## config.mk

```make
export PLATFORM = sky130hd
export DESIGN_NAME = framebuffer_swap_controller
export DESIGN_NICKNAME = d
export VERILOG_FILES = /design/src/rtl/framebuffer_swap_controller.sv
export SDC_FILE = /design/constraint.sdc
export NUM_CORES = 1
export LEC_CHECK = 0
export ABC_CLOCK_PERIOD_IN_PS = 1300
export CAP_MARGIN = 20
export CELL_PAD_IN_SITES_DETAIL_PLACEMENT = 2
export CELL_PAD_IN_SITES_GLOBAL_PLACEMENT = 2
export CORE_MARGIN = 2
export CORE_UTILIZATION = 26
export CTS_BUF_LIST = sky130_fd_sc_hd__clkbuf_4 sky130_fd_sc_hd__clkbuf_8
export CTS_CLUSTER_DIAMETER = 80
export DETAILED_ROUTE_END_ITERATION = 16
export PLACE_DENSITY = 0.81
export SYNTH_ARGS = -nofsm -noshare
export SYNTH_HDL_FRONTEND = slang
export SYNTH_SLANG_ARGS = --single-unit
export TNS_END_PERCENT = 10
```

## constraint.sdc

```tcl
create_clock -name clk -period 1.3 [get_ports clk]
set_input_delay 0.195 -clock clk [delete_from_list [all_inputs] [get_ports clk]]
set_output_delay 0.195 -clock clk [all_outputs]
set_load 0.02 [all_outputs]
```

## src/rtl/framebuffer_swap_controller.sv

```systemverilog
// Double-buffer sequencer: steers renderer writes to the back bank,
// presents the front bank to the display and flips on frame boundaries.
module framebuffer_swap_controller #(
    parameter int HOR_ACTIVE_PIXELS = 640,
    parameter int VER_ACTIVE_PIXELS = 480,
    parameter int FRAME_DIV         = 1,
    parameter int MISS_WIDTH        = 8,
    localparam int ADDR_WIDTH =
        $clog2(HOR_ACTIVE_PIXELS * VER_ACTIVE_PIXELS)
) (
    input  logic                  clk,
    input  logic                  rst_n,
    input  logic                  render_done,
    input  logic                  frame_start,
    input  logic                  in_wr_en,
    input  logic [ADDR_WIDTH-1:0] in_wr_addr,
    input  logic                  in_wr_data,
    output logic                  swap,
    output logic                  bank0_wr_en,
    output logic                  bank1_wr_en,
    output logic [ADDR_WIDTH-1:0] bank_wr_addr,
    output logic                  bank_wr_data,
    input  logic                  bank0_rd_data,
    input  logic                  bank1_rd_data,
    output logic                  rd_data,
    output logic                  front_sel,
    output logic [MISS_WIDTH-1:0] missed_frames,
    output logic                  wr_violation
);

    localparam int DIV_W = (FRAME_DIV > 1) ? $clog2(FRAME_DIV) : 1;
    localparam logic [DIV_W-1:0] DIV_LAST = DIV_W'(FRAME_DIV - 1);

    typedef enum logic [1:0] {
        HOLDOFF,
        RENDER,
        WAIT_VBLANK,
        FLIP
    } state_t;

    state_t           state;
    state_t           state_d;
    logic [DIV_W-1:0] div_cnt;
    logic             div_hit;
    logic             miss_inc;
    logic             wr_fwd;
    logic             rd_sel_q;

    assign div_hit = frame_start && (div_cnt == DIV_LAST);
    assign wr_fwd  = (state == RENDER) && in_wr_en;

    // Select is registered so it tracks the one-cycle BRAM read latency
    assign rd_data = rd_sel_q ? bank1_rd_data : bank0_rd_data;

    always_comb begin
        state_d  = state;
        miss_inc = 1'b0;
        swap     = 1'b0;
        unique case (state)
            HOLDOFF: begin
                if (!render_done) state_d = RENDER;
            end
            RENDER: begin
                if (render_done && div_hit) state_d = FLIP;
                else if (render_done)       state_d = WAIT_VBLANK;
                else if (div_hit)           miss_inc = 1'b1;
            end
            WAIT_VBLANK: begin
                if (div_hit) state_d = FLIP;
            end
            FLIP: begin
                swap    = 1'b1;
                state_d = HOLDOFF;
            end
            default: state_d = HOLDOFF;
        endcase
    end

    always_ff @(posedge clk or negedge rst_n) begin
        if (!rst_n) begin
            state         <= HOLDOFF;
            div_cnt       <= '0;
            front_sel     <= 1'b0;
            rd_sel_q      <= 1'b0;
            missed_frames <= '0;
            wr_violation  <= 1'b0;
            bank0_wr_en   <= 1'b0;
            bank1_wr_en   <= 1'b0;
            bank_wr_addr  <= '0;
            bank_wr_data  <= 1'b0;
        end else begin
            state    <= state_d;
            rd_sel_q <= front_sel;
            if (frame_start)
                div_cnt <= div_hit ? '0 : div_cnt + 1'b1;
            // FLIP never self-loops, so this toggles exactly once per flip
            if (state_d == FLIP && state != FLIP)
                front_sel <= ~front_sel;
            if (miss_inc && missed_frames != '1)
                missed_frames <= missed_frames + 1'b1;
            if (in_wr_en && state != RENDER)
                wr_violation <= 1'b1;
            bank0_wr_en <= wr_fwd && front_sel;
            bank1_wr_en <= wr_fwd && !front_sel;
            if (wr_fwd) begin
                bank_wr_addr <= in_wr_addr;
                bank_wr_data <= in_wr_data;
            end
        end
    end

endmodule

```

---- After elaboration in Yosys (flattened, before gate mapping) ----
Cells that the tools add are included.
operators by class
  order comparisons ....................... 0
  add/sub/neg operators ................... 2
  div/mod/pow operators ................... 0
  equality and inequality tests ........... 7
  shift-type cells ........................ 0
  reduce and logical (&&, ||, !) cells .... 10
  multiply operators ...................... 0
  mux-type cells .......................... 12
  bitwise gates (word level) .............. 2
operator list
  operator                                                                count
  8-bit by 1-bit adder with 8-bit output (second input constant)          1
  1-bit logical AND                                                       8
  2-bit 2-to-1 mux                                                        4
  8-bit != test (second input constant)                                   1
  2-bit case mux with 4 select lines                                      1
  1-bit 2-to-1 mux                                                        7
  2-bit equality test (second input constant)                             3
  2-bit by 1-bit equality test with 1-bit output (second input constant)  1
  2-bit zero test                                                         1
  2-bit by 1-bit != test with 1-bit output (second input constant)        1
  2-bit != test (second input constant)                                   1
  1-bit inverter                                                          2
  1-bit adder (second input constant)                                     1
  1-bit zero test                                                         1
word-level totals
  logic and storage cells ................. 43
  RAM bits ................................ 0
  memories kept ........................... 0
  latch bits .............................. 0
  ROM bits ................................ 0
  input bits .............................. 27
  flip-flop bits (word level) ............. 36
  output and inout bits ................... 34

---- Longest topological paths before layout ----
Gate-level depths: netlist (run 1).
  word-level depth ........................ 7
  mapped depth ............................ 5

---- Worst setup path before layout (run 1) ----
OpenSTA, ideal clock, no wires.
  path kind ............................... flip-flop to flip-flop
  from .................................... register missed_frames[0]
  to ...................................... register missed_frames[1]
  clock period less this slack ............ 1.582 ns
  required time ........................... 1.175 ns
  buffers on the path ..................... 0
  arrival ................................. 1.456 ns
  setup slack ............................. -0.282 ns
  cell stages (with the launch flop) ...... 6
  cells stage by stage .................... dfrtp_1 ha_1 nand3_2 nand2b_4 and2_4 mux2_4
between the ends
  longest elaborated chain between the ends .. 2
ends and longest elaborated chain
  what                                                                            RTL line  RTL
  from (decl)                                                                     27        output logic [MISS_WIDTH-1:0] missed_frames,
  from (signal assigned)                                                          100       missed_frames <= missed_frames + 1'b1;
  branches (longest 2 deep; another with 8-bit by 1-bit adder with 8-bit output)  n/a
Several ways; the timed one is not identified.
A chain may end at the register's enable or synchronous reset.

---- Worst setup path after layout (run 1) ----
  from .................................... register state[0]
  to ...................................... register bank_wr_addr[5]
between the ends
  longest elaborated chain between the ends .. 2
ends and longest elaborated chain
  what                                            RTL line  RTL
  from (decl)                                     41        state_t state;
  from (signal assigned)                          92        state <= state_d;
  2-bit by 1-bit equality test with 1-bit output  50        assign wr_fwd = (state == RENDER) && in_wr_en;
  1-bit logical AND                               50
  to (signal assigned)                            106       bank_wr_addr <= in_wr_addr;
  to (decl)                                       21        output logic [ADDR_WIDTH-1:0] bank_wr_addr,
No other way between the ends.

==> results.sh, run 1 <==
export IMPL_status="finished, violations left"
export IMPL_violations="negative setup slack"
export IMPL_ant_nets=0
export IMPL_synth_area_leaders="dfrtp_1 59%, mux2_2 15%, mux2_4 3.0%"
export IMPL_syn_avg_cell_area_sq_um=14.8
export IMPL_grt_usage=0.147
export IMPL_finalSetupViolCount=27
export IMPL_finalHoldViolCount=0
export IMPL_seq_power_share=0.352
export IMPL_die_y_um=80.5
export IMPL_synth_top_area_share=0.592
export IMPL_gp_congestion=0.707
export IMPL_hold_class="in -> async"
export IMPL_worstSkewPairLatency_ns=0.28
export IMPL_clockBufferDepth=2
export IMPL_dp_hpwl_um=3420
export IMPL_ys_seq_area_frac=0.592
export IMPL_yosysWarnings=0
export IMPL_layout_nets=218
export IMPL_r2r_end="bank_wr_addr[5]"
export IMPL_ys_types=35
export IMPL_worst_pin_slew_ns=0.469
export IMPL_diodes=0
export IMPL_core_sq_um=5570
export IMPL_drive_gt1_frac=0.403
export IMPL_wire_per_inst_um=18.6
export IMPL_r2r_start="state[0]"
export IMPL_drt_wl_total_um=4890
export IMPL_nFillCells=552
export IMPL_total_power_mw=5.49
export IMPL_yosys_area_top_type="dfrtp_1"
export IMPL_cts_tree="done"
export IMPL_clock_root_buffer="clkbuf_8"
export IMPL_p_int_mw=3.48
export IMPL_p_comb_frac=0.491
export IMPL_cts_made_buffers=5
export IMPL_pre_cts_ws_ns=-0.420
export IMPL_clock_skew_ns=0.00900
export IMPL_synth_async_reset_ratio=1.00
export IMPL_layout_min_cycle_time_ns=1.44
export IMPL_peakVddDrop_mv=0.737
export IMPL_switching_share=0.367
export IMPL_numClockSinks=36
export IMPL_crit_start="state[0]"
export IMPL_crit_arrival_ns=1.61
export IMPL_power_switching_mw=2.02
export IMPL_synth_nets=131
export IMPL_multi_input_area_sq_um=674
export IMPL_cp_required_ns=1.47
export IMPL_vias=1162
export IMPL_routed_via_density=4.42
export IMPL_final_cell_mix="32 x dfrtp_1, 27 x dlygate4sd2_1, 25 x clkdlybuf4s50_1, 17 x buf_4, 15 x mux2_4"
export IMPL_htreeDepth=2
export IMPL_final_max_slew_viol_count=0
export IMPL_overflow=0
export IMPL_placement_rows=27
export IMPL_rsz0062_at_grt="yes"
export IMPL_dp_cells=251
export IMPL_antenna_found_initial=0
export IMPL_start_util=0.273
export IMPL_final_cells=263
export IMPL_slew_headroom=0.688
export IMPL_synth_edf_count=0
export IMPL_synth_area_sq_um=1520
export IMPL_path_clk_slew_ns=0.08
export IMPL_synth_flop_cell="dfrtp_1"
export IMPL_reg2reg_slack_ns=-0.14
export IMPL_drc=0
export IMPL_path_max_fanout=11
export IMPL_tns_ns=-2.31
export IMPL_grt_max_degree=23
export IMPL_die_area_sq_um=6480
export IMPL_holdWs_ns=0.417
export IMPL_ios=61
export IMPL_synthCells=103
export IMPL_grt_pass1_vias=1360
export IMPL_finalWorstSetupSlack_ns=-0.141
export IMPL_crit_type="reg -> reg"
export IMPL_fmax_ghz=0.694
export IMPL_final_common_cell="dfrtp_1"
export IMPL_ff_latch_area_sq_um=906
export IMPL_start_kind="register"
export IMPL_critPathCaptureType="register"
export IMPL_first_iter_violations=53
export IMPL_grt_pass1_wl_um=7190
export IMPL_port_buffer_count=60
export IMPL_leakagePower_nw=1.23
export IMPL_cap_violations=0
export IMPL_period_share=1.11
export IMPL_fp_dieW_um=80.5
export IMPL_reg2reg_depth=4
export IMPL_clockPowerShare=0.158
export IMPL_syn_to_final_growth_pct=68.0
export IMPL_firstDrtPassIters=3
export IMPL_synth_seq_cells=36
export IMPL_powerDensity_nw_per_um2=2150
==> cell usage after synthesis (all sizes together), types with 2 or more instances <==
library cell,n
dfrtp,36
mux2,23
nand3,4
nor2,4
and2,3
inv,3
nand2,3
xnor2,3
and2b,2
buf,2
nand2b,2
xor2,2
==> metrics by stage <==
stage | util | cell area, sq um
after floorplan | - | 1540
after global placement | 0.425 | 2370
after detailed placement | 0.425 | 2370
after CTS | 0.437 | 2440
after global routing | 0.459 | 2560
final | 0.459 | 2560
==> critical path, cell delays in order (launching register included) <==
cell and delay, ns:
dfrtp_2 0.45, and2b_2 0.24, nand2_4 0.11, clkbuf_16 0.18, mux2_2 0.34
==> cell families after synthesis <==
family          synth area share
compound gates            0.0378
xor+xnor                  0.0288
fa+ha+maj                0.00822
buf+inv                   0.0222
flops                      0.592
mux                        0.178
simple gates               0.133
==> state kept, by name, summed over array words and instances, names as in the netlist <==
name and count:
front_sel 1, bank_wr_addr 19, wr_violation 1, bank_wr_data 1, bank0_wr_en 1, div_cnt 1, missed_frames 8, state 2
rd_sel_q 1, bank1_wr_en 1
==> layer usage <==
| metal | up-vias | global-route usage | part of all wire |
|---|---|---|---|
| li1 | 530 | - | - |
| met4 | 0 | 0.0305 | 0.0074 |
| met2 | 48 | 0.278 | 0.54 |
| met5 | - | 0 | 0 |
| met3 | 7 | 0.0404 | 0.071 |
| met1 | 577 | 0.161 | 0.38 |
==> final cells by class <==
class | instances | area share
clock buffer | 8 | 0.0382
inverter | 3 | 0.00441
multi-input combinational | 62 | 0.264
sequential | 36 | 0.354
tap | 72 | 0.0352
timing repair buffer | 82 | 0.304
==> power by group through the flow <==
stage               clock network (mW)  registers [mW]  logic (mW)
floorplan                            0            2.42       0.819
global placement                     0            1.88        2.59
detailed placement                   0            1.94        2.72
CTS                              0.895            1.91        2.45
global route                     0.960            2.00        2.88
finish                           0.865            1.93        2.69
==> worst max-delay path by stage <==
stage                             endpoint  depth (start not counted)  slack (ns)
after detailed placement  missed_frames[1]                          5       -0.42
after CTS                  bank_wr_addr[2]                          4       -0.12
after global routing       bank_wr_addr[7]                          4       -0.18
after global placement    missed_frames[1]                          5       -0.33
after floorplan           missed_frames[1]                          5       -0.13
final                      bank_wr_addr[5]                          4       -0.14
==> timing repair <==
action / in CTS / in global routing
pin swaps: 2 / 0
hold buffers: 1 / 0
gates resized for setup: 54 / 17
cloned: 0 / 2
buffers inserted: 0 / 1
hold endpoints to repair: 16 / 0
endpoints found under the setup margin: 61 / 32
Note: power is estimated with default switching activity, not from simulation.
==> inputs of run 2 (changes only) <==
--- a/config.mk
+++ b/config.mk
@@ -7,14 +7,14 @@
 export LEC_CHECK = 0
 export ABC_CLOCK_PERIOD_IN_PS = 1300
 export CAP_MARGIN = 20
-export CELL_PAD_IN_SITES_DETAIL_PLACEMENT = 2
-export CELL_PAD_IN_SITES_GLOBAL_PLACEMENT = 2
+export CELL_PAD_IN_SITES_DETAIL_PLACEMENT = 0
+export CELL_PAD_IN_SITES_GLOBAL_PLACEMENT = 1
 export CORE_MARGIN = 2
-export CORE_UTILIZATION = 26
+export CORE_UTILIZATION = 31
 export CTS_BUF_LIST = sky130_fd_sc_hd__clkbuf_4 sky130_fd_sc_hd__clkbuf_8
 export CTS_CLUSTER_DIAMETER = 80
 export DETAILED_ROUTE_END_ITERATION = 16
-export PLACE_DENSITY = 0.81
+export PLACE_DENSITY = 0.8
 export SYNTH_ARGS = -nofsm -noshare
 export SYNTH_HDL_FRONTEND = slang
 export SYNTH_SLANG_ARGS = --single-unit
==> run 2 against run 1 <==
Compared with the run above:
- the run still ends with negative setup slack left
- cell count fell by 2.7%
- non-clock buffer count fell by 2
- sequential power fell by 3%
- first-iteration DRC count rose by 1.9%
- critical path type unchanged
- power rose by 0.74%
- critical endpoint is now missed_frames[7]
- via count fell by 1.5%
- flip-flop and latch count did not move
- global-route usage fell by 1.7 points
- combinational power barely moved
==> results.sh, run 2 (synthesized netlist as in run 1, its figures left out) <==
export IMPL_ff_latch_area_sq_um=903
export IMPL_grt_use_met3=0.0515
export IMPL_grt_max_degree=37
export IMPL_critPathCaptureType="register"
export IMPL_crit_type="reg -> reg"
export IMPL_grt_usage=0.129
export IMPL_port_buffer_count=60
export IMPL_status="finished, violations left"
export IMPL_htreeDepth=2
export IMPL_clockBufferDepth=2
export IMPL_finalWorstSetupSlack_ns=-0.130
export IMPL_firstDrtPassIters=4
export IMPL_use_met2=0.211
export IMPL_final_max_slew_viol_count=0
export IMPL_cts_made_buffers=5
export IMPL_nFillCells=418
export IMPL_crit_arrival_ns=1.59
export IMPL_antenna_found_initial=0
export IMPL_die_y_um=74.1
export IMPL_diodes=0
export IMPL_layout_min_cycle_time_ns=1.43
export IMPL_start_util=0.322
export IMPL_pre_cts_ws_ns=-0.351
export IMPL_drive_gt1_frac=0.376
export IMPL_violations="negative setup slack"
export IMPL_rsz0062_at_grt="yes"
export IMPL_wire_per_inst_um=13.9
export IMPL_peakVddDrop_mv=1.18
export IMPL_layout_nets=216
export IMPL_cap_violations=0
export IMPL_powerDensity_nw_per_um2=2160
export IMPL_grt_pass1_vias=1145
export IMPL_finalSetupViolCount=27
export IMPL_dp_hpwl_um=2440
export IMPL_clock_skew_ns=0.00243
export IMPL_ios=61
export IMPL_tns_ns=-1.85
export IMPL_first_iter_violations=54
export IMPL_leakagePower_nw=1.26
export IMPL_reg_top3="bank_wr_addr: 19 flops, missed_frames: 8 flops, state: 2 flops"
export IMPL_busiest_layer="met2"
export IMPL_top_register="bank_wr_addr"
export IMPL_clock_root_buffer="clkbuf_8"
export IMPL_overflow=0
export IMPL_start_kind="register"
export IMPL_final_util=0.542
export IMPL_holdWs_ns=0.287
export IMPL_path_max_fanout=5
export IMPL_vias=1145
export IMPL_met1_usage=0.153
export IMPL_core_sq_um=4720
export IMPL_cts_hold_buf=0
export IMPL_drt_wl_total_um=3550
export IMPL_fp_dieW_um=74.1
export IMPL_syn_to_final_growth_pct=68.3
export IMPL_grt_pass1_wl_um=5260
export IMPL_slew_headroom=0.840
export IMPL_placement_rows=25
export IMPL_worst_pin_slew_ns=0.239
export IMPL_hold_class="in -> async"
export IMPL_numClockSinks=36
export IMPL_worstSkewPairLatency_ns=0.28
export IMPL_die_area_sq_um=5480
export IMPL_period_share=1.10
export IMPL_final_cell_mix="34 x dfrtp_1, 28 x dlygate4sd2_1, 26 x clkdlybuf4s50_1, 22 x mux2_4, 15 x buf_4"
export IMPL_multi_input_area_sq_um=688
export IMPL_largest_reg_flops=19
export IMPL_ant_nets=0
export IMPL_cp_required_ns=1.47
export IMPL_cts_tree="done"
export IMPL_gp_congestion=0.684
export IMPL_final_common_cell="dfrtp_1"
export IMPL_drc=0
export IMPL_routed_via_density=4.47
export IMPL_path_clk_slew_ns=0.07
export IMPL_fmax_ghz=0.699
export IMPL_finalHoldViolCount=0
## run 2: area by class of cell
type | count | area share
inverter | 3 | 0.00440
clock inverter | 2 | 0.0137
multi-input combinational | 62 | 0.269
sequential | 36 | 0.353
timing repair buffer | 80 | 0.298
tap | 67 | 0.0327
clock buffer | 6 | 0.0298
## run 2: what timing repair did
item,in CTS,in global routing
resized for setup,51,20
endpoints found under the setup margin,60,31
pin swaps,4,1
cloned,0,2
setup buffers,0,0
## run 2: worst paths after layout
path | startpoint | endpoint | slack [ns] | cells after the start
min in group clk | wr_violation | wr_violation | 0.48 | 1
worst max-delay path | state[1] | missed_frames[7] | -0.13 | 4
worst min-delay path | rst_n | bank_wr_addr[5] | 0.29 | 2
worst min register to register | wr_violation | wr_violation | 0.48 | 1
worst max register to register | state[1] | missed_frames[7] | -0.13 | 4
max in group asynchronous | rst_n | missed_frames[0] | 0.81 | 2
## run 2: critical path, cell delays in order, from the launching register on
cell and delay [ns]:
dfrtp_1 0.42, nand4bb_4 0.27, nor2_2 0.20, nand3_1 0.12, mux2_4 0.30
## run 2: power by group
part	total, mW	switching (mW)	internal, mW
Combinational	2.68	1.22	1.46
Clock	0.971	0.381	0.590
Sequential	1.88	0.295	1.59
## run 2: layer usage
layer	vias up	wire (um)
met2	52	1590
met1	563	1660
met4	0	25
met3	2	275
li1	528	-
met5	-	0
## run 2: through the flow
| stage | cells | cell area, sq um | power, mW |
|---|---|---|---|
| finish | 256 | 2560 | 5.53 |
| global route | 256 | 2560 | 5.88 |
| CTS | 254 | 2450 | 5.28 |
| detailed placement | 246 | 2380 | 4.58 |
| global placement | 246 | 2380 | 4.48 |
| floorplan | 103 | 1540 | 3.24 |
==> inputs of run 3 (changes only) <==
--- a/config.mk
+++ b/config.mk
@@ -5,16 +5,17 @@
 export SDC_FILE = /design/constraint.sdc
 export NUM_CORES = 1
 export LEC_CHECK = 0
+export ABC_AREA = 1
 export ABC_CLOCK_PERIOD_IN_PS = 1300
 export CAP_MARGIN = 20
 export CELL_PAD_IN_SITES_DETAIL_PLACEMENT = 0
 export CELL_PAD_IN_SITES_GLOBAL_PLACEMENT = 1
 export CORE_MARGIN = 2
-export CORE_UTILIZATION = 31
+export CORE_UTILIZATION = 29
 export CTS_BUF_LIST = sky130_fd_sc_hd__clkbuf_4 sky130_fd_sc_hd__clkbuf_8
 export CTS_CLUSTER_DIAMETER = 80
 export DETAILED_ROUTE_END_ITERATION = 16
-export PLACE_DENSITY = 0.8
+export PLACE_DENSITY = 0.81
 export SYNTH_ARGS = -nofsm -noshare
 export SYNTH_HDL_FRONTEND = slang
 export SYNTH_SLANG_ARGS = --single-unit
==> run 3 against run 2 <==
Compared with the run above:
- the flow still finishes with violations (negative setup slack)
- register-to-register slack improved by 0.17 ns
- largest cell class unchanged
- largest power group unchanged
- maximum frequency increased by 9.3%
- count of clock-buffer cells in the layout stayed put
- die area is 8.8% higher
- area after synthesis rose by 2.3%
- critical endpoint is now rd_data
- power shrank 8.0%
- critical path type is now reg -> out
- non-clock buffer count rose by 1
- critical path depth is 2 lower
==> results.sh, run 3 <==
export IMPL_status="finished, violations left"
export IMPL_violations="negative setup slack"
export IMPL_synth_nets=212
export IMPL_clockPowerShare=0.194
export IMPL_worst_pin_slew_ns=0.240
export IMPL_drc=0
export IMPL_worstSkewPairLatency_ns=0.29
export IMPL_power_switching_mw=1.98
export IMPL_ys_types=19
export IMPL_critPathMaxStageDelay_ns=0.39
export IMPL_placement_rows=26
export IMPL_wire_per_inst_um=11.9
export IMPL_cp_cell_sequence="mux2_4 -> buf_6"
export IMPL_grt_pass1_vias=1403
export IMPL_htreeDepth=2
export IMPL_synth_edf_count=0
export IMPL_path_max_fanout=1
export IMPL_yosys_top_cells_count="81 x nand2_1, 36 x dfrtp_1, 26 x nand3_1, 10 x inv_1, 9 x nor2_1"
export IMPL_syn_avg_cell_area_sq_um=8.46
export IMPL_vias=1423
export IMPL_slew_headroom=0.840
export IMPL_peakVddDrop_mv=0.878
export IMPL_seq_power_share=0.354
export IMPL_finalWorstSetupSlack_ns=-0.00855
export IMPL_syn_to_final_growth_pct=60.7
export IMPL_p_comb_frac=0.452
export IMPL_p_int_mw=3.11
export IMPL_yosysMostFrequentCell="nand2_1"
export IMPL_cts_made_buffers=5
export IMPL_final_max_slew_viol_count=0
export IMPL_synth_seq_cells=36
export IMPL_yosys_area_top_type="dfrtp_1"
export IMPL_cp_required_ns=1.11
export IMPL_r2r_start="state[1]"
export IMPL_drt_wl_total_um=4010
export IMPL_largest_reg_flops=19
export IMPL_clockBufferDepth=2
export IMPL_nFillCells=533
export IMPL_critPathCaptureType="output pin"
export IMPL_leakagePower_nw=1.30
export IMPL_switching_share=0.389
export IMPL_synthCells=184
export IMPL_core_sq_um=5140
export IMPL_ios=61
export IMPL_fp_dieW_um=77.3
export IMPL_hold_class="in -> async"
export IMPL_synth_area_leaders="dfrtp_1 58%, nand2_1 20%, nand3_1 8.4%"
export IMPL_reg_top3="bank_wr_addr: 19 flops, missed_frames: 8 flops, state: 2 flops"
export IMPL_overflow=0
export IMPL_antenna_found_initial=0
export IMPL_grt_pass1_wl_um=6670
export IMPL_synth_async_reset_ratio=1.00
export IMPL_use_met2=0.236
export IMPL_yosysWarnings=0
export IMPL_start_util=0.303
export IMPL_powerDensity_nw_per_um2=2030
export IMPL_die_y_um=77.3
export IMPL_crit_slowest_cell="dfrtp_1"
export IMPL_clock_skew_ns=0.00271
export IMPL_crit_start="rd_sel_q"
export IMPL_synth_area_sq_um=1560
export IMPL_synth_top_area_share=0.579
export IMPL_period_share=1.01
export IMPL_rsz0062_at_grt="yes"
export IMPL_clock_root_buffer="clkbuf_8"
export IMPL_cts_tree="done"
export IMPL_crit_arrival_ns=1.11
export IMPL_finalHoldViolCount=0
export IMPL_pre_cts_ws_ns=-0.357
export IMPL_layout_min_cycle_time_ns=1.31
export IMPL_die_area_sq_um=5970
export IMPL_final_cell_mix="79 x nand2_1, 33 x dfrtp_1, 29 x dlygate4sd2_1, 25 x nand3_1, 25 x clkdlybuf4s50_1"
export IMPL_synth_flop_cell="dfrtp_1"
export IMPL_dp_hpwl_um=2890
export IMPL_crit_type="reg -> out"
export IMPL_grt_use_met3=0.0412
export IMPL_holdWs_ns=0.411
export IMPL_cap_violations=0
export IMPL_port_buffer_count=60
export IMPL_numClockSinks=36
export IMPL_gp_congestion=0.769
export IMPL_busiest_layer="met2"
export IMPL_firstDrtPassIters=4
export IMPL_finalSetupViolCount=1
export IMPL_grt_max_degree=20
export IMPL_ys_seq_area_frac=0.579
export IMPL_layout_nets=295
export IMPL_dpl_instance_area_sq_um=2370
export IMPL_ant_nets=0
export IMPL_met1_usage=0.176
export IMPL_path_clk_slew_ns=0.07
export IMPL_design_area_sq_um=2500
export IMPL_first_iter_violations=48
export IMPL_grt_usage=0.143
export IMPL_drive_gt1_frac=0.187
export IMPL_diodes=0
export IMPL_final_common_cell="nand2_1"
export IMPL_fmax_ghz=0.764
export IMPL_routed_via_density=4.21
export IMPL_start_kind="register"
export IMPL_top_register="bank_wr_addr"
run 3: changes by cell type after synthesis, sizes merged, moves of 3 or more:
cell,previous run,this run
and2,3,0
inv,3,12
mux2,23,1
nand2,3,82
nand3,4,26
nor2,4,12
run 3: final timing paths:
kind                               endpoint  slack [ns]  depth (start not counted)
hold / removal             missed_frames[2]        0.41                          3
min in group clk            bank_wr_addr[9]        0.46                          3
setup / recovery                    rd_data      -0.009                          2
hold reg to reg            bank_wr_addr[12]        0.47                          2
max in group asynchronous  missed_frames[0]        0.69                          3
setup reg to reg           missed_frames[3]        0.04                          8
run 3: area by class of cell:
class / count / area, sq um / area share
clock buffers: 6 / 76.3 / 0.0305
clock inverters: 2 / 35.0 / 0.0140
inverters: 13 / 51.3 / 0.0205
multi-input cells: 130 / 619 / 0.248
flip-flops and latches: 36 / 905 / 0.362
well taps: 70 / 87.6 / 0.0350
repair buffers: 81 / 727 / 0.291
run 3: cells by family (layout without fill, tap and decap cells):
group	count (synthesis)	in the layout	share of synthesized area
fa+ha+maj	1	1	0.00804
compound gates	3	3	0.0113
simple gates	121	122	0.327
buf+inv	19	102	0.0506
flops	36	36	0.579
xor+xnor	3	3	0.0169
mux	1	1	0.00723
run 3: power groups by stage:
| stage | clock, mW | combinational, mW | sequential [mW] |
|---|---|---|---|
| 2_1_floorplan | 0 | 0.737 | 2.28 |
| 3_3_place_gp | 0 | 2.49 | 1.81 |
| 3_5_place_dp | 0 | 2.53 | 1.80 |
| 4_1_cts | 1.02 | 2.27 | 1.78 |
| 5_1_grt | 1.07 | 2.52 | 1.86 |
| 6_report | 0.987 | 2.30 | 1.80 |
run 3: per-layer routing:
metal,vias to the layer above,wire (um),part of all wire
met5,-,0,0
met4,0,62,0.015
met3,5,190,0.047
met2,30,1970,0.49
met1,650,1790,0.45
li1,738,-,-
run 3: timing repair:
item                       4_1_cts  5_1_grt
gates resized for setup         40       16
setup buffers                    0        1
hold endpoints to repair        36        0
hold buffers                     1        0
setup endpoints to repair       40       14
pin swaps                        1        5
cloned                           0        1
run 3: critical path, delay by kind of cell (launching register included):
family | cells | cell delay [ns]
flip-flops | 1 | 0.39
multiplexers | 1 | 0.31
buffers and inverters | 1 | 0.13
run 3: metrics by stage:
step,power [mW],utilization,setup TNS [ns],instances
after floorplan,3.02,-,0,184
after global placement,4.30,0.462,-0.742,327
after detailed placement,4.34,0.462,-0.810,327
after CTS,5.07,0.478,-0.0575,336
after global routing,5.45,0.487,-0.344,338
final,5.09,0.487,-0.00855,338
==> RTL change, RTL diff (flow settings as in run 3) <==
Put one more register stage on the output `missed_frames`. The value now appears one clock later. The other outputs are not delayed to match.
--- a/src/rtl/framebuffer_swap_controller.sv
+++ b/src/rtl/framebuffer_swap_controller.sv
@@ -37,6 +37,8 @@
         WAIT_VBLANK,
         FLIP
     } state_t;
+
+    logic [MISS_WIDTH-1:0] missed_frames_s0;
 
     state_t           state;
     state_t           state_d;
@@ -82,7 +84,7 @@
             div_cnt       <= '0;
             front_sel     <= 1'b0;
             rd_sel_q      <= 1'b0;
-            missed_frames <= '0;
+            missed_frames_s0 <= '0;
             wr_violation  <= 1'b0;
             bank0_wr_en   <= 1'b0;
             bank1_wr_en   <= 1'b0;
@@ -96,8 +98,8 @@
             // FLIP never self-loops, so this toggles exactly once per flip
             if (state_d == FLIP && state != FLIP)
                 front_sel <= ~front_sel;
-            if (miss_inc && missed_frames != '1)
-                missed_frames <= missed_frames + 1'b1;
+            if (miss_inc && missed_frames_s0 != '1)
+                missed_frames_s0 <= missed_frames_s0 + 1'b1;
             if (in_wr_en && state != RENDER)
                 wr_violation <= 1'b1;
             bank0_wr_en <= wr_fwd && front_sel;
@@ -109,5 +111,9 @@
         end
     end
 
+    always_ff @(posedge clk) begin
+        missed_frames <= missed_frames_s0;
+    end
+
 endmodule
 
Check against the original RTL: not equivalent (Yosys sat finds a counterexample within 4 cycles, from zero or initial values and one cycle with rst_n low).
==> RTL change against run 3 <==
The run still ends with setup timing left. Design area grew 4.3%. Fmax grew 0.35%. Area after synthesis grew 10%. Sequential share of layout area grew 4.5 points. Via count grew 1.9%. Total power grew 5.9%. Utilization shrank 3.8 points. Worst setup slack gained 4.6 ps. Wire length shrank 3.2%. Sequential power grew 14%. Sequential cell count grew 8. Combinational power shrank 4%. Die area grew 9.8%. Critical path type unchanged. Largest cell class unchanged. Highest routed layer unchanged.
==> RTL change: results (changes against run 3) <==
[synthesis]
post_synth_main_area_contributors=sky130_fd_sc_hd__dfrtp_1, sky130_fd_sc_hd__nand2_1, sky130_fd_sc_hd__dfxtp_1
sequential_share_of_the_synthesized_area=0.618  ; +0.0393
postSynthCellCount=192  ; +4.3%
synth_nets=220  ; +3.8%
synth.distinct_cells=20  ; +1
synth-async-reset-ratio=0.818  ; -0.182

[placement]
port_buffers=60  ; unchanged
dpl-instance-area_sq_um=2510  ; +5.6%
gp_congestion=0.721  ; -6.3%
place.detailed.hpwl_microns=2810  ; -2.7%
post-place-cells=336  ; +2.8%

[global_routing]
wire_length_of_the_first_global_routing_pass_microns=6100  ; -8.6%
grt_usage=0.124  ; -0.0188
grt_pass1_vias=1338  ; -4.6%
grt_start_max_net_pins=37  ; +85%

[layout]
finish.net_count=296  ; +0.34%
post_route_cells_drive_above_1_share=0.134  ; -0.0527
registers_with_the_most_flip_flops=bank_wr_addr x19, missed_frames x8, missed_frames_s0 x8

[route]
routed_wl_microns=3880  ; -3.2%
initialDrtViolationCount=51  ; +6.3%
route.met3.wl_microns=250  ; +32%
num_vias=1450  ; +1.9%
met2_wirelength_microns=1780  ; -9.6%

[run_status]
failed_checks=setup timing
run_status=finished with violations

[power_and_ir_drop]
power_mw=5.39  ; +5.9%
vdd_drop_max_uv=669  ; -24%
combinationalPowerShare=0.411  ; -0.041
p_clk_frac=0.208  ; +0.014
internal-power_mw=3.41  ; +9.7%
p_leak_nw=1.35  ; +3.3%

[critical_path]
slowest_delay_ps=340  ; -50 ps
worst-r2r-setup-slack_ps=70  ; +30 ps

[timing]
timing.final.setup_violations=1  ; unchanged
fin_tns_setup_ps=-3.94  ; +4.61 ps
transition_time_of_the_tightest_slew_check_pin_ps=259  ; +19.0 ps
worst_clock_skew_ps=7.98  ; +5.27 ps
final_critical_path_setup_slack_ps=-3.94  ; +4.61 ps

[clock_tree]
ctsResizeCount=39  ; -2.5%

==> RTL change: changes by cell type after synthesis <==
cell	before	now
sky130_fd_sc_hd__dfxtp_1	0	8
==> RTL change: cell families (layout without fill, tap and decap cells) <==
logic type / count (synthesis) / in the layout / synth area share
muxes: 1 / 1 / 0.00656
buffers and inverters: 19 / 96 / 0.0459
and+or+nand+nor: 121 / 121 / 0.297
AOI/OAI and AO/OA: 3 / 3 / 0.0102
DFF: 44 / 44 / 0.618
adders and majority gates: 1 / 1 / 0.00729
xor gates and xnor gates: 3 / 3 / 0.0153
==> RTL change: cell type report <==
class | count | area, sq um | share of cell area
sequential | 44 | 1060 | 0.407
tap | 75 | 93.8 | 0.0360
clock buffer | 7 | 96.3 | 0.0369
inverter | 13 | 51.3 | 0.0197
timing repair buffer | 75 | 682 | 0.261
multi-input combinational | 129 | 594 | 0.228
clock inverter | 1 | 30.0 | 0.0115
==> RTL change: final timing paths <==
check                                     from             endpoint  cells after the start
hold / removal                           rst_n      bank_wr_addr[2]                      2
hold reg to reg            missed_frames_s0[6]     missed_frames[6]                      0
setup reg to reg           missed_frames_s0[0]  missed_frames_s0[1]                      8
max in group asynchronous                rst_n  missed_frames_s0[1]                      2
setup / recovery                      rd_sel_q              rd_data                      2
min in group clk           missed_frames_s0[6]     missed_frames[6]                      0
==> RTL change: worst register-to-register path: cells and delay by family (launching register included) <==
family	cells	cell delay, ps
buffers and inverters	2	160
adder cells (fa/ha/maj)	1	200
AND/OR/NAND/NOR	5	410
flip-flops	1	390
==> RTL change: metal layers <==
metal,track usage,up-vias
met5,0,-
met4,0.0559,0
met3,0.0400,6
met2,0.201,42
met1,0.150,656
li1,-,746
